File: src/rtl/hazard_ctrl.sv
// Pipeline sequencer for the 5-stage LEGv8 core.
// Detects load-use hazards between decode and execute and inserts exactly one
// bubble per load. Flushes the younger stages when a branch resolves taken in
// MEM, and freezes the whole pipe while data memory is not ready. A taken
// branch that arrives during a memory wait is remembered and applied on the
// cycle memory completes. Stall and flush events are counted in saturating
// performance counters.
module hazard_ctrl #(
    parameter int REG_W = 5,
    parameter int CNT_W = 32
) (
    input  logic             clk,
    input  logic             reset,
    input  logic [REG_W-1:0] rn_D,
    input  logic [REG_W-1:0] rm_D,
    input  logic             useRm_D,
    input  logic [REG_W-1:0] rd_E,
    input  logic             memRead_E,
    input  logic             branchTaken_M,
    input  logic             memReady,
    output logic             stall_F,
    output logic             stall_D,
    output logic             stall_E,
    output logic             stall_M,
    output logic             flush_D,
    output logic             flush_E,
    output logic             flush_M,
    output logic [1:0]       state_o,
    output logic [CNT_W-1:0] stallCount,
    output logic [CNT_W-1:0] flushCount
);

    typedef enum logic [1:0] {
        RUN     = 2'd0,
        LDUSE   = 2'd1,
        MEMWAIT = 2'd2,
        ILLEGAL = 2'd3
    } state_t;

    // Register index of XZR: reads of it never depend on a load.
    localparam logic [REG_W-1:0] XZR = '1;
    localparam logic [CNT_W-1:0] CNT_ONE = {{(CNT_W-1){1'b0}}, 1'b1};

    state_t     state_reg;
    state_t     state_next;
    logic       pend_branch_reg;
    logic       pend_branch_next;
    logic       load_use;
    logic       branch_any;
    logic [1:0] cnt_inc;                // [0] stall cycle, [1] branch flush
    logic [CNT_W-1:0] cnt_reg [2];

    // Hazard detect: load in EX writing a register that decode reads.
    always_comb begin
        load_use = memRead_E && (rd_E != XZR) &&
                   ((rd_E == rn_D) || (useRm_D && (rd_E == rm_D)));
        branch_any = branchTaken_M | pend_branch_reg;
    end

    // Mealy control: outputs and next state from current state and inputs.
    always_comb begin
        stall_F          = 1'b0;
        stall_D          = 1'b0;
        stall_E          = 1'b0;
        stall_M          = 1'b0;
        flush_D          = 1'b0;
        flush_E          = 1'b0;
        flush_M          = 1'b0;
        state_next       = RUN;
        pend_branch_next = pend_branch_reg;
        cnt_inc          = 2'b00;
        if (reset) begin
            flush_D          = 1'b1;
            flush_E          = 1'b1;
            flush_M          = 1'b1;
            pend_branch_next = 1'b0;
        end else begin
            case (state_reg)
                RUN, LDUSE, MEMWAIT: begin
                    if (!memReady) begin
                        // Memory wait dominates everything: freeze all stages.
                        stall_F    = 1'b1;
                        stall_D    = 1'b1;
                        stall_E    = 1'b1;
                        stall_M    = 1'b1;
                        cnt_inc[0] = 1'b1;
                        state_next = MEMWAIT;
                        pend_branch_next = (state_reg == MEMWAIT) ?
                                           (pend_branch_reg | branchTaken_M) :
                                           branchTaken_M;
                    end else if (branch_any) begin
                        // Decode instruction is squashed, so any load-use is moot.
                        flush_D          = 1'b1;
                        flush_E          = 1'b1;
                        flush_M          = 1'b1;
                        cnt_inc[1]       = 1'b1;
                        pend_branch_next = 1'b0;
                        state_next       = RUN;
                    end else if (load_use && (state_reg != LDUSE)) begin
                        // One bubble: hold PC and IF/ID, clear ID/EX.
                        stall_F    = 1'b1;
                        stall_D    = 1'b1;
                        flush_E    = 1'b1;
                        cnt_inc[0] = 1'b1;
                        state_next = LDUSE;
                    end else begin
                        state_next = RUN;
                    end
                end
                default: begin
                    state_next = RUN;
                end
            endcase
        end
    end

    // State and pending-branch registers.
    always_ff @(posedge clk) begin
        if (reset) begin
            state_reg       <= RUN;
            pend_branch_reg <= 1'b0;
        end else begin
            state_reg       <= state_next;
            pend_branch_reg <= pend_branch_next;
        end
    end

    // Saturating performance counters: hold at all-ones, never wrap.
    generate
        for (genvar gi = 0; gi < 2; gi++) begin : g_cnt
            always_ff @(posedge clk) begin
                if (reset) begin
                    cnt_reg[gi] <= '0;
                end else if (cnt_inc[gi] && (cnt_reg[gi] != '1)) begin
                    cnt_reg[gi] <= cnt_reg[gi] + CNT_ONE;
                end
            end
        end
    endgenerate

    assign state_o    = state_reg;
    assign stallCount = cnt_reg[0];
    assign flushCount = cnt_reg[1];

endmodule

File: config.mk
export PLATFORM = sky130hd
export DESIGN_NAME = hazard_ctrl
export DESIGN_NICKNAME = d
export VERILOG_FILES = /design/src/rtl/hazard_ctrl.sv
export SDC_FILE = /design/constraint.sdc
export NUM_CORES = 1
export LEC_CHECK = 0
export ABC_AREA = 0
export BUFFER_PORTS_ARGS = -buffer_cell sky130_fd_sc_hd__buf_2
export CORE_MARGIN = 2
export CORE_UTILIZATION = 51
export DETAILED_ROUTE_END_ITERATION = 6
export HOLD_SLACK_MARGIN = 0.12
export PLACE_DENSITY = 0.77
export SYNTH_ARGS = -nofsm -noshare
export SYNTH_HDL_FRONTEND = slang
export SYNTH_SLANG_ARGS = --single-unit
File: constraint.sdc
create_clock -name clk -period 2.9 [get_ports clk]
set_clock_uncertainty 0.1 [all_clocks]
set_input_delay 0.145 -clock clk [delete_from_list [all_inputs] [get_ports clk]]
set_output_delay 0.145 -clock clk [all_outputs]
set_load 0.02 [all_outputs]
### After elaboration in Yosys (flattened, before gate mapping)

Memory sizes are Yosys's and may differ from the RTL's.
Cells that the tools add are included.

* bitwise operators: 5
* multiplexer cells: 34
* reduce and logical (&&, ||, !) cells: 12
* eq/ne operators: 9
* $add $sub $neg: 2

Operator list (count)
* $add 32x1->32 const B: 2
* $mux 32: 2
* $ne 32x32->1 const B: 2
* $mux 1: 28
* $eq 5x5->1: 2
* $mux 2: 4
* $logic_and 1x1->1: 6
* $ne 5x5->1 const B: 1
* $ne 2x1->1 const B: 2
* $reduce_or 4->1: 1
* $or 1x1->1: 3
* $reduce_or 3->1: 1
* $eq 2x1->1 const B: 1
* $eq 2x2->1 const B: 1
* $logic_not 2->1: 1
* $not 1->1: 2
* $reduce_and 2->1: 1
* $reduce_or 2->1: 1
* $logic_or 1x1->1: 1

* RAM bits: 64
* logic and storage cells: 66
* output and inout port bits: 73
* memories kept: 1
* bits in registers: 3
* bits of input ports: 21

Memory list
* cnt_reg: depth 2, bits a word 32, read ports 2, clocked after memory_dff 0, wr ports 2, RTL line 51 `logic [CNT_W-1:0] cnt_reg [2];`

### Longest topological paths before layout

Gate-level depths: netlist (run 1).

* depth after elaboration: 15
* depth in mapped cells: 8
* mapped depth without buffers: 6

### Least setup slack after synthesis (run 1)

OpenSTA, ideal clock, no wires.

* path kind: register to register
* start point: memory cnt_reg[0][0]
* end point: memory cnt_reg[0][0], enable pin
* setup time: 0.483 ns
* slack: 0.123 ns
* arrival: 2.193 ns
* period minus slack after synthesis: 2.777 ns
* data required time: 2.317 ns
* stages on the path, launching flop included: 7
* buffers on the path: 0
* cells stage by stage: edfxtp_1 -> ha_1 -> nand2_1 -> nor4_4 -> nand4_1 -> nand3b_1 -> nand2b_1

RTL lines (RTL line)
* start, declared: 51

==> impl_metrics.json, run 1 <==
{
  "finalMaxSlewViolations": 0,
  "cp_slowest_stage_delay_ps": 610,
  "cts-resized-gates": 0,
  "grt_pass1_wl_um": 13550,
  "first_global_vias": 2929,
  "worst-path-max-fanout": 32,
  "wirelength_um": 7855,
  "power.internal_mw": 1.725,
  "clock_latency_ps": 330,
  "placedCellCount": 541,
  "cts_tree": "built",
  "switchingPower_mw": 0.6214,
  "cts_setup_buffers": 0,
  "synthDistinctLibCells": 38,
  "status": "complete, no violations",
  "clockPowerShare_pct": 35.6,
  "netlist_area_mm2": 0.003812,
  "cap_viol_max_count": 0,
  "cp.arrival_ps": 2320,
  "drtIter0Drc": 164,
  "fin_crit_sh_pct": 85.10,
  "portBuffers": 93,
  "die_w_um": 90.46,
  "start_kind": "flop",
  "final_nets": 480,
  "synth_nets": 377,
  "via_count": 2947,
  "cts.path.max_buffers": 2,
  "initial_utilization_pct": 52.56,
  "ys.warnings.count": 0,
  "yosysTopAreaCell": "edfxtp_1",
  "synth.area.top_cells": "edfxtp_1, xor2_1, nor2_1, xnor2_1, nand3_1",
  "p_leak_nw": 1.850,
  "drt-pass1-iter-count": 4,
  "p_seq_share_pct": 51.2,
  "syn-instance-count": 354,
  "hold_viol": 0,
  "ys.flop_type": "edfxtp_1",
  "min_path_type": "input port to flop",
  "combPwrFrac_pct": 13.2,
  "startpoint": "cnt_reg[1][18]",
  "worstHoldStart": "memReady",
  "synth_edf_count": 64,
  "layout-drive-gt1-share_pct": 27.49,
  "core_area_mm2": 0.007253,
  "worst_slew_pin_slew_ps": 729.3,
  "power_density_mw_per_mm2": 506.9,
  "vdd_drop_max_v": 0.0002741,
  "die_h_um": 90.46,
  "yosysSeqAreaShare_pct": 51.99,
  "finalCriticalPeriod_ps": 2468,
  "worstPathRequired_ps": 2760,
  "path_clk_slew_ps": 70,
  "place_hpwl_um": 5558,
  "cp_cell_sequence": "and4_4, and4_1, and3_1, a31oi_1, or2_2",
  "finalSetupTns_ps": 0,
  "cpMaxStageDelayCell": "or2_2",
  "ant_nets": 0,
  "switching_share_pct": 26.48,
  "die-area_mm2": 0.008183,
  "drc": 0,
  "synthTopCellsByCount": "nor2_1, edfxtp_1, xor2_1, xnor2_1, nand3_1",
  "synth_top_area_share_pct": 50.41,
  "setup_viol": 0,
  "area.growth.synth_to_final_pct": 21.43,
  "via_per_inst": 5.253,
  "gp_congestion": 0.7926,
  "clock_sinks": 67,
  "setup.worst_path.end_class": "flop",
  "path_class": "flop to flop",
  "grt.overflow.total": 0,
  "synth-seq-cells": 67,
  "antenna_found_initial": 0,
  "reg2reg_from": "cnt_reg[1][18]",
  "antennaDiodeCount": 0,
  "clock.fmax_mhz": 405.2,
  "fillers": 600,
  "synth_most_common_cell": "nor2_1",
  "routedWlPerCell_um": 14.00,
  "final_cell_count_no_fill": 561,
  "cts_made_buffers": 9,
  "grt_max_degree": 33,
  "fp-row-count": 31,
  "synthArstFlopShare_pct": 0,
  "grt_usage_pct": 20.16,
  "grt_setup_unrepaired": "no",
  "postSynthAreaPerCell_um2": 10.77,
  "timing.slew.headroom_pct": 51.38,
  "cts-root-buf": "clkbuf_8",
  "h-tree-depth": 3,
  "io-pin-count": 94,
  "largest_reg_flops": 64,
  "hold_buffers": 4
}
cell type report:
| class | instances | area (um^2) | share of cell area [%] |
|---|---|---|---|
| Multi-Input combinational cell | 269 | 1725 | 37.27 |
| Inverter | 7 | 26.28 | 0.5676 |
| Clock inverter | 5 | 77.57 | 1.676 |
| Clock buffer | 11 | 131.4 | 2.838 |
| Timing Repair Buffer | 103 | 563.0 | 12.16 |
| Sequential cell | 67 | 1982 | 42.81 |
| Tap cell | 99 | 123.9 | 2.676 |
cell families (layout without fill, tap and decap cells):
logic type | Yosys count | after routing | share of synthesized area [%]
adders and majority gates | 2 | 2 | 0.6563
DFF | 67 | 67 | 51.99
xor gates and xnor gates | 69 | 69 | 15.85
AOI/OAI and AO/OA | 12 | 12 | 2.166
and+or+nand+nor | 186 | 186 | 26.58
buffers and inverters | 18 | 126 | 2.757
worst paths after layout:
check                         to  slack, ps  depth (start not counted)
setup reg to reg  cnt_reg[1][24]        430                          5
setup / recovery  cnt_reg[1][24]        430                          5
hold reg to reg   cnt_reg[0][12]        550                          2
hold / removal        state_o[1]        160                          4
placed cells by master (no fill, tap or decap), types with 3 or more instances in the layout:
cell / synthesis / layout
a21oi_1: 3 / 3
and3_1: 11 / 11
and4_1: 6 / 6
buf_2: 3 / 93
buf_4: 3 / 5
clkbuf_8: 0 / 9
dfxtp_1: 3 / 3
dlygate4sd3_1: 0 / 4
edfxtp_1: 64 / 64
inv_1: 7 / 7
nand2_1: 23 / 23
nand2b_1: 4 / 4
nand3_1: 26 / 26
nand3_2: 4 / 4
nand4_1: 17 / 17
nor2_1: 74 / 74
nor3_1: 4 / 4
nor4_4: 4 / 4
or3_1: 3 / 3
xnor2_1: 28 / 28
xor2_1: 41 / 41
worst max-delay path: cells and delay by family, from the launching register on:
kind | cells | cell delay, ps
AO/OA/AOI/OAI | 1 | 160
flip-flops | 1 | 470
AND/OR/NAND/NOR | 4 | 1360
power by group through the flow:
stage                     Clock (mW)  Sequential (mW)  Combinational [mW]
after detailed placement           0             1.22               0.308
after global placement             0             1.22               0.303
after global routing           0.884             1.21               0.338
after CTS                      0.849             1.20               0.312
after floorplan                    0             1.28               0.131
final                          0.835             1.20               0.309
stage by stage:
stage / cell area (um^2) / utilization [%] / hold WS (ps) / power (mW) / worst slack (ps)
6_report: 4629 / 63.83 / 157.9 / 2.347 / 432.1
5_1_grt: 4629 / 63.83 / 184.6 / 2.435 / 198.5
4_1_cts: 4629 / 63.83 / 133.1 / 2.363 / 393.3
3_5_place_dp: 4380 / 60.39 / 296.6 / 1.530 / 399.3
3_3_place_gp: 4380 / 60.39 / 291.8 / 1.521 / 493.7
2_1_floorplan: 3812 / - / 117.4 / 1.416 / 123.3
routing by layer:
metal | part of all wire [%] | global-route usage [%] | vias up
met3 | 3.9 | 4.007 | 11
met1 | 45 | 26.07 | 1410
met2 | 50 | 33.46 | 65
met4 | 1.4 | 7.821 | 0
li1 | - | - | 1461
met5 | 0 | 0 | -
No activity file was read; power rests on OpenSTA's default activity.
==> inputs of run 2 (changes only) <==
Settings changed: CORE_MARGIN 2 to 1.5, RECOVER_POWER set to 50.
==> run 2 against run 1 <==
Effect of this change: first-iteration DRC count decreased by 29%; clock power decreased by 12%; sequential power about the same; combinational power decreased by 6.8%; sequential share of layout area increased by 1.7 points; flip-flop and latch count unchanged; global-route usage increased by 0.42 points; critical path depth increased by 1; register-to-register slack got worse by 120 ps; critical path type unchanged; largest power group unchanged; highest routed layer unchanged.
==> impl_metrics.json, run 2 (same netlist as run 1, synthesis figures left out) <==
{
  "start_kind": "flop",
  "die-area_mm2": 0.008003,
  "path_class": "flop to flop",
  "initial_utilization_pct": 52.56,
  "final_common_cell": "clkbuf_1",
  "finalMaxSlewViolations": 0,
  "io-pin-count": 94,
  "finalSetupTns_ps": 0,
  "worst_slew_pin_slew_ps": 875.9,
  "grt_usage_pct": 20.58,
  "switching_share_pct": 27.87,
  "worstPathRequired_ps": 2790,
  "area.growth.synth_to_final_pct": 16.77,
  "via_per_inst": 5.264,
  "wirelength_um": 7796,
  "p_seq_share_pct": 54.0,
  "cts_setup_buffers": 0,
  "p_leak_nw": 1.517,
  "grt_setup_unrepaired": "no",
  "min_path_type": "input port to flop",
  "fillers": 639,
  "vdd_drop_max_v": 0.0002727,
  "setup_viol": 0,
  "die_h_um": 89.46,
  "fp-row-count": 31,
  "clockPowerShare_pct": 33.1,
  "die_w_um": 89.46,
  "cts-root-buf": "clkbuf_8",
  "grt.overflow.total": 0,
  "place_hpwl_um": 5453,
  "h-tree-depth": 3,
  "power.internal_mw": 1.608,
  "hold_buffers": 5,
  "fin_area_mm2": 0.004452,
  "cts_tree": "built",
  "layout-drive-gt1-share_pct": 9.978,
  "timing.slew.headroom_pct": 41.12,
  "grt_pass1_wl_um": 12540,
  "ant_nets": 0,
  "cp_slowest_stage_delay_ps": 570,
  "cts.path.max_buffers": 2,
  "drtIter0Drc": 117,
  "cp_cell_sequence": "ha_1, nand3_2, nor4_1, and3_1, a31oi_1, or2_2",
  "drt-pass1-iter-count": 5,
  "clock_latency_ps": 340,
  "power_density_mw_per_mm2": 500.8,
  "path_clk_slew_ps": 70,
  "first_global_vias": 2795,
  "largest_reg_flops": 64,
  "cts-resized-gates": 0,
  "clock.fmax_mhz": 386.0,
  "via_count": 2948,
  "switchingPower_mw": 0.6214,
  "drc": 0,
  "worst-path-max-fanout": 32,
  "final_nets": 480,
  "final_cell_mix": "clkbuf_1, nor2_1, edfxtp_1, xor2_1, xnor2_1",
  "antenna_found_initial": 0,
  "hold_viol": 0,
  "gp_congestion": 0.7807,
  "final_util_pct": 61.38,
  "combPwrFrac_pct": 12.9,
  "setup.worst_path.end_class": "flop",
  "cts_made_buffers": 9,
  "portBuffers": 93,
  "cap_viol_max_count": 0,
  "antennaDiodeCount": 0,
  "finalCriticalPeriod_ps": 2591,
  "routedWlPerCell_um": 13.92,
  "grt_max_degree": 33,
  "placedInstanceArea_mm2": 0.004360,
  "fin_crit_sh_pct": 89.33,
  "cp.arrival_ps": 2480,
  "core_area_mm2": 0.007253,
  "cpMaxStageDelayCell": "or2_2",
  "clock_sinks": 67,
  "status": "complete, no violations"
}
## run 2: layer usage
layer	wire length, um	vias to the layer above	GRT usage [%]	share of wire (%)
met5	0	-	0	0
met4	123	0	10.07	1.6
met3	498	10	6.002	6.4
met2	3798	101	33.36	49
met1	3377	1379	25.19	43
li1	-	1458	-	-
## run 2: per-stage QoR
stage	hold WS, ps	worst slack (ps)	power [mW]	instances
5_1_grt	292.2	121.4	2.328	560
4_1_cts	248.4	381.3	2.264	560
2_1_floorplan	117.4	123.3	1.416	354
3_3_place_gp	289.1	492.1	1.518	540
6_report	260.6	309.4	2.229	560
3_5_place_dp	292.6	391.6	1.526	540
## run 2: power by group through the flow
stage	registers [mW]	clock network [mW]	logic, mW
after floorplan	1.28	0	0.131
after global placement	1.22	0	0.300
after detailed placement	1.22	0	0.304
after CTS	1.20	0.753	0.309
after global routing	1.22	0.797	0.317
final	1.20	0.738	0.288
## run 2: final timing paths
| path | slack (ps) | cells after the start | endpoint | startpoint |
|---|---|---|---|---|
| hold reg to reg | 550 | 2 | cnt_reg[0][23] | cnt_reg[0][23] |
| setup / recovery | 310 | 6 | cnt_reg[1][24] | cnt_reg[1][0] |
| setup reg to reg | 310 | 6 | cnt_reg[1][24] | cnt_reg[1][0] |
| hold / removal | 260 | 4 | cnt_reg[0][30] | memRead_E |
## run 2: worst max-delay path: cells and delay by family (launching register included)
family,cells,cell delay (ps)
adder cells (fa/ha/maj),1,220
flip-flops,1,420
AO/OA/AOI/OAI,1,80
AND/OR/NAND/NOR,4,1410
## run 2: layout make-up
class	count	area (um^2)	area share [%]
clock buffers	9	123.9	2.782
inverters	7	26.28	0.5902
repair buffers	103	451.7	10.15
multi-input cells	269	1687	37.89
clock inverters	6	57.56	1.293
well taps	99	123.9	2.782
flip-flops and latches	67	1982	44.52
==> inputs of run 3 (changes only) <==
==> constraint.sdc (replaced) <==
create_clock -name clk -period 2.9 [get_ports clk]
set_clock_uncertainty 0.1 [all_clocks]
set_input_delay 0.87 -clock clk [delete_from_list [all_inputs] [get_ports clk]]
set_output_delay 0.87 -clock clk [all_outputs]
set_load 0.02 [all_outputs]
==> run 3 against run 2 <==
Effect of this change: maximum frequency is 8.7% lower; clock power shrank 14%; register-to-register slack better by 90 ps; flip-flop and latch count unchanged; first-iteration DRC count is the same; wire length increased by 1.2%; global-route usage shrank 0.37 points; final cell count shrank 0.54%; via count increased by 0.85%; non-clock buffer count shrank 3; critical path type is now input port to primary output; largest cell class unchanged; highest routed layer unchanged.
==> impl_metrics.json, run 3 (same netlist as run 1, synthesis figures left out) <==
{
  "status": "complete, no violations",
  "worstPathRequired_ps": 1930,
  "die_w_um": 89.46,
  "drtIter0Drc": 117,
  "io-pin-count": 94,
  "drc": 0,
  "routedWlPerCell_um": 14.17,
  "path_class": "input port to primary output",
  "die_h_um": 89.46,
  "h-tree-depth": 3,
  "antennaDiodeCount": 0,
  "layout-drive-gt1-share_pct": 28.82,
  "final_util_pct": 63.19,
  "start_kind": "input port",
  "wirelength_um": 7890,
  "ant_nets": 0,
  "cts_made_buffers": 9,
  "grt_setup_unrepaired": "yes",
  "placedInstanceArea_mm2": 0.004388,
  "p_leak_nw": 1.832,
  "final_cell_mix": "buf_2, nor2_1, edfxtp_1, xor2_1, nand3_1",
  "antenna_found_initial": 0,
  "cts_tree": "built",
  "worst-path-max-fanout": 3,
  "clock_sinks": 67,
  "via_count": 2973,
  "grt_usage_pct": 20.21,
  "cp.arrival_ps": 1870,
  "grt_pass1_wl_um": 12340,
  "finalMaxSlewViolations": 0,
  "path_buf_inv": 2,
  "cp_slowest_stage_delay_ps": 180,
  "core_area_mm2": 0.007253,
  "setup.worst_path.end_class": "primary output",
  "area.growth.synth_to_final_pct": 20.22,
  "finalCriticalPeriod_ps": 2838,
  "portBuffers": 93,
  "hold_buffers": 0,
  "worst_slew_pin_slew_ps": 759.1,
  "vdd_drop_max_v": 0.0002889,
  "timing.slew.headroom_pct": 49.39,
  "grt.overflow.total": 0,
  "grt_max_degree": 33,
  "cts.path.max_buffers": 2,
  "drt-pass1-iter-count": 4,
  "fp-row-count": 31,
  "hold_viol": 0,
  "final_nets": 477,
  "cp_cell_sequence": "buf_2, xnor2_1, nand4_1, o22ai_2, nand2_1, o21bai_1, buf_4",
  "clock_latency_ps": 340,
  "fin_crit_sh_pct": 97.86,
  "first_global_vias": 2710,
  "path_clk_slew_ps": 70,
  "finalPower_mw": 2.154,
  "setup_viol": 0,
  "largest_reg_flops": 64,
  "place_hpwl_um": 5443,
  "via_per_inst": 5.338,
  "cts-root-buf": "clkbuf_8",
  "power_density_mw_per_mm2": 469.9,
  "fin_area_mm2": 0.004583,
  "min_path_type": "flop to flop",
  "clock.fmax_mhz": 352.4,
  "gp_congestion": 0.7982,
  "finalSetupTns_ps": 0,
  "cpMaxStageDelayCell": "o22ai_2",
  "cts_setup_buffers": 0,
  "initial_utilization_pct": 52.56,
  "cap_viol_max_count": 0,
  "final_common_cell": "buf_2",
  "cp_top_family": "compound AO/OA/AOI/OAI gates",
  "fillers": 606,
  "die-area_mm2": 0.008003
}
run 3: changes by cell type in the layout (fill, tap and decap cells not counted), sizes merged:
cell,delta
clkinvlp,-2
clkinv,+1
buf,+79
dlygate4sd3,-5
clkbuf,-75
bufinv,-1
run 3: timing repair:
action | CTS | global route
gates resized for setup | 0 | 8
hold endpoints to repair | 0 | 0
endpoints found under the setup margin | 0 | 3
run 3: per-stage QoR:
step	cells	setup WS, ps	hold WS, ps
CTS	557	8.872	442.4
floorplan	354	2.491	395.6
detailed placement	542	11.68	424.8
finish	557	62.12	434.5
global placement	542	63.09	418.5
global route	557	-22.23	494.4
run 3: worst paths after layout:
check,start,slack (ps),depth (start not counted),end
setup / recovery,rd_E[0],60,7,flush_E
setup reg to reg,cnt_reg[1][0],400,6,cnt_reg[1][2]
hold reg to reg,pend_branch_reg,430,2,pend_branch_reg
hold / removal,pend_branch_reg,430,2,pend_branch_reg
run 3: tightest hold or removal path, delay by kind of cell (launching register included):
family | cells | cell delay (ps)
AO/OA/AOI/OAI | 1 | 90
flip-flops | 1 | 340
AND/OR/NAND/NOR | 1 | 70
run 3: area by class of cell:
class / instances / area (um^2) / share of cell area, %
clock inverter: 4 / 18.77 / 0.4095
timing repair buffer: 100 / 531.8 / 11.60
inverter: 7 / 26.28 / 0.5733
multi-input combinational: 269 / 1769 / 38.60
clock buffer: 11 / 131.4 / 2.867
tap: 99 / 123.9 / 2.703
sequential: 67 / 1982 / 43.24
run 3: layer usage:
metal / global-route usage [%] / share of wire [%]
met3: 5.448 / 5.3
met1: 24.23 / 43
met4: 7.832 / 1.0
met5: 0 / 0
met2: 34.65 / 51
run 3: power breakdown:
group | leakage (nW) | internal [mW] | total [mW] | switching [mW]
logic | 1.05 | 0.117 | 0.317 | 0.200
clock network | 0.0804 | 0.299 | 0.633 | 0.335
registers | 0.702 | 1.13 | 1.20 | 0.0744
total | 1.83 | 1.55 | 2.15 | 0.609
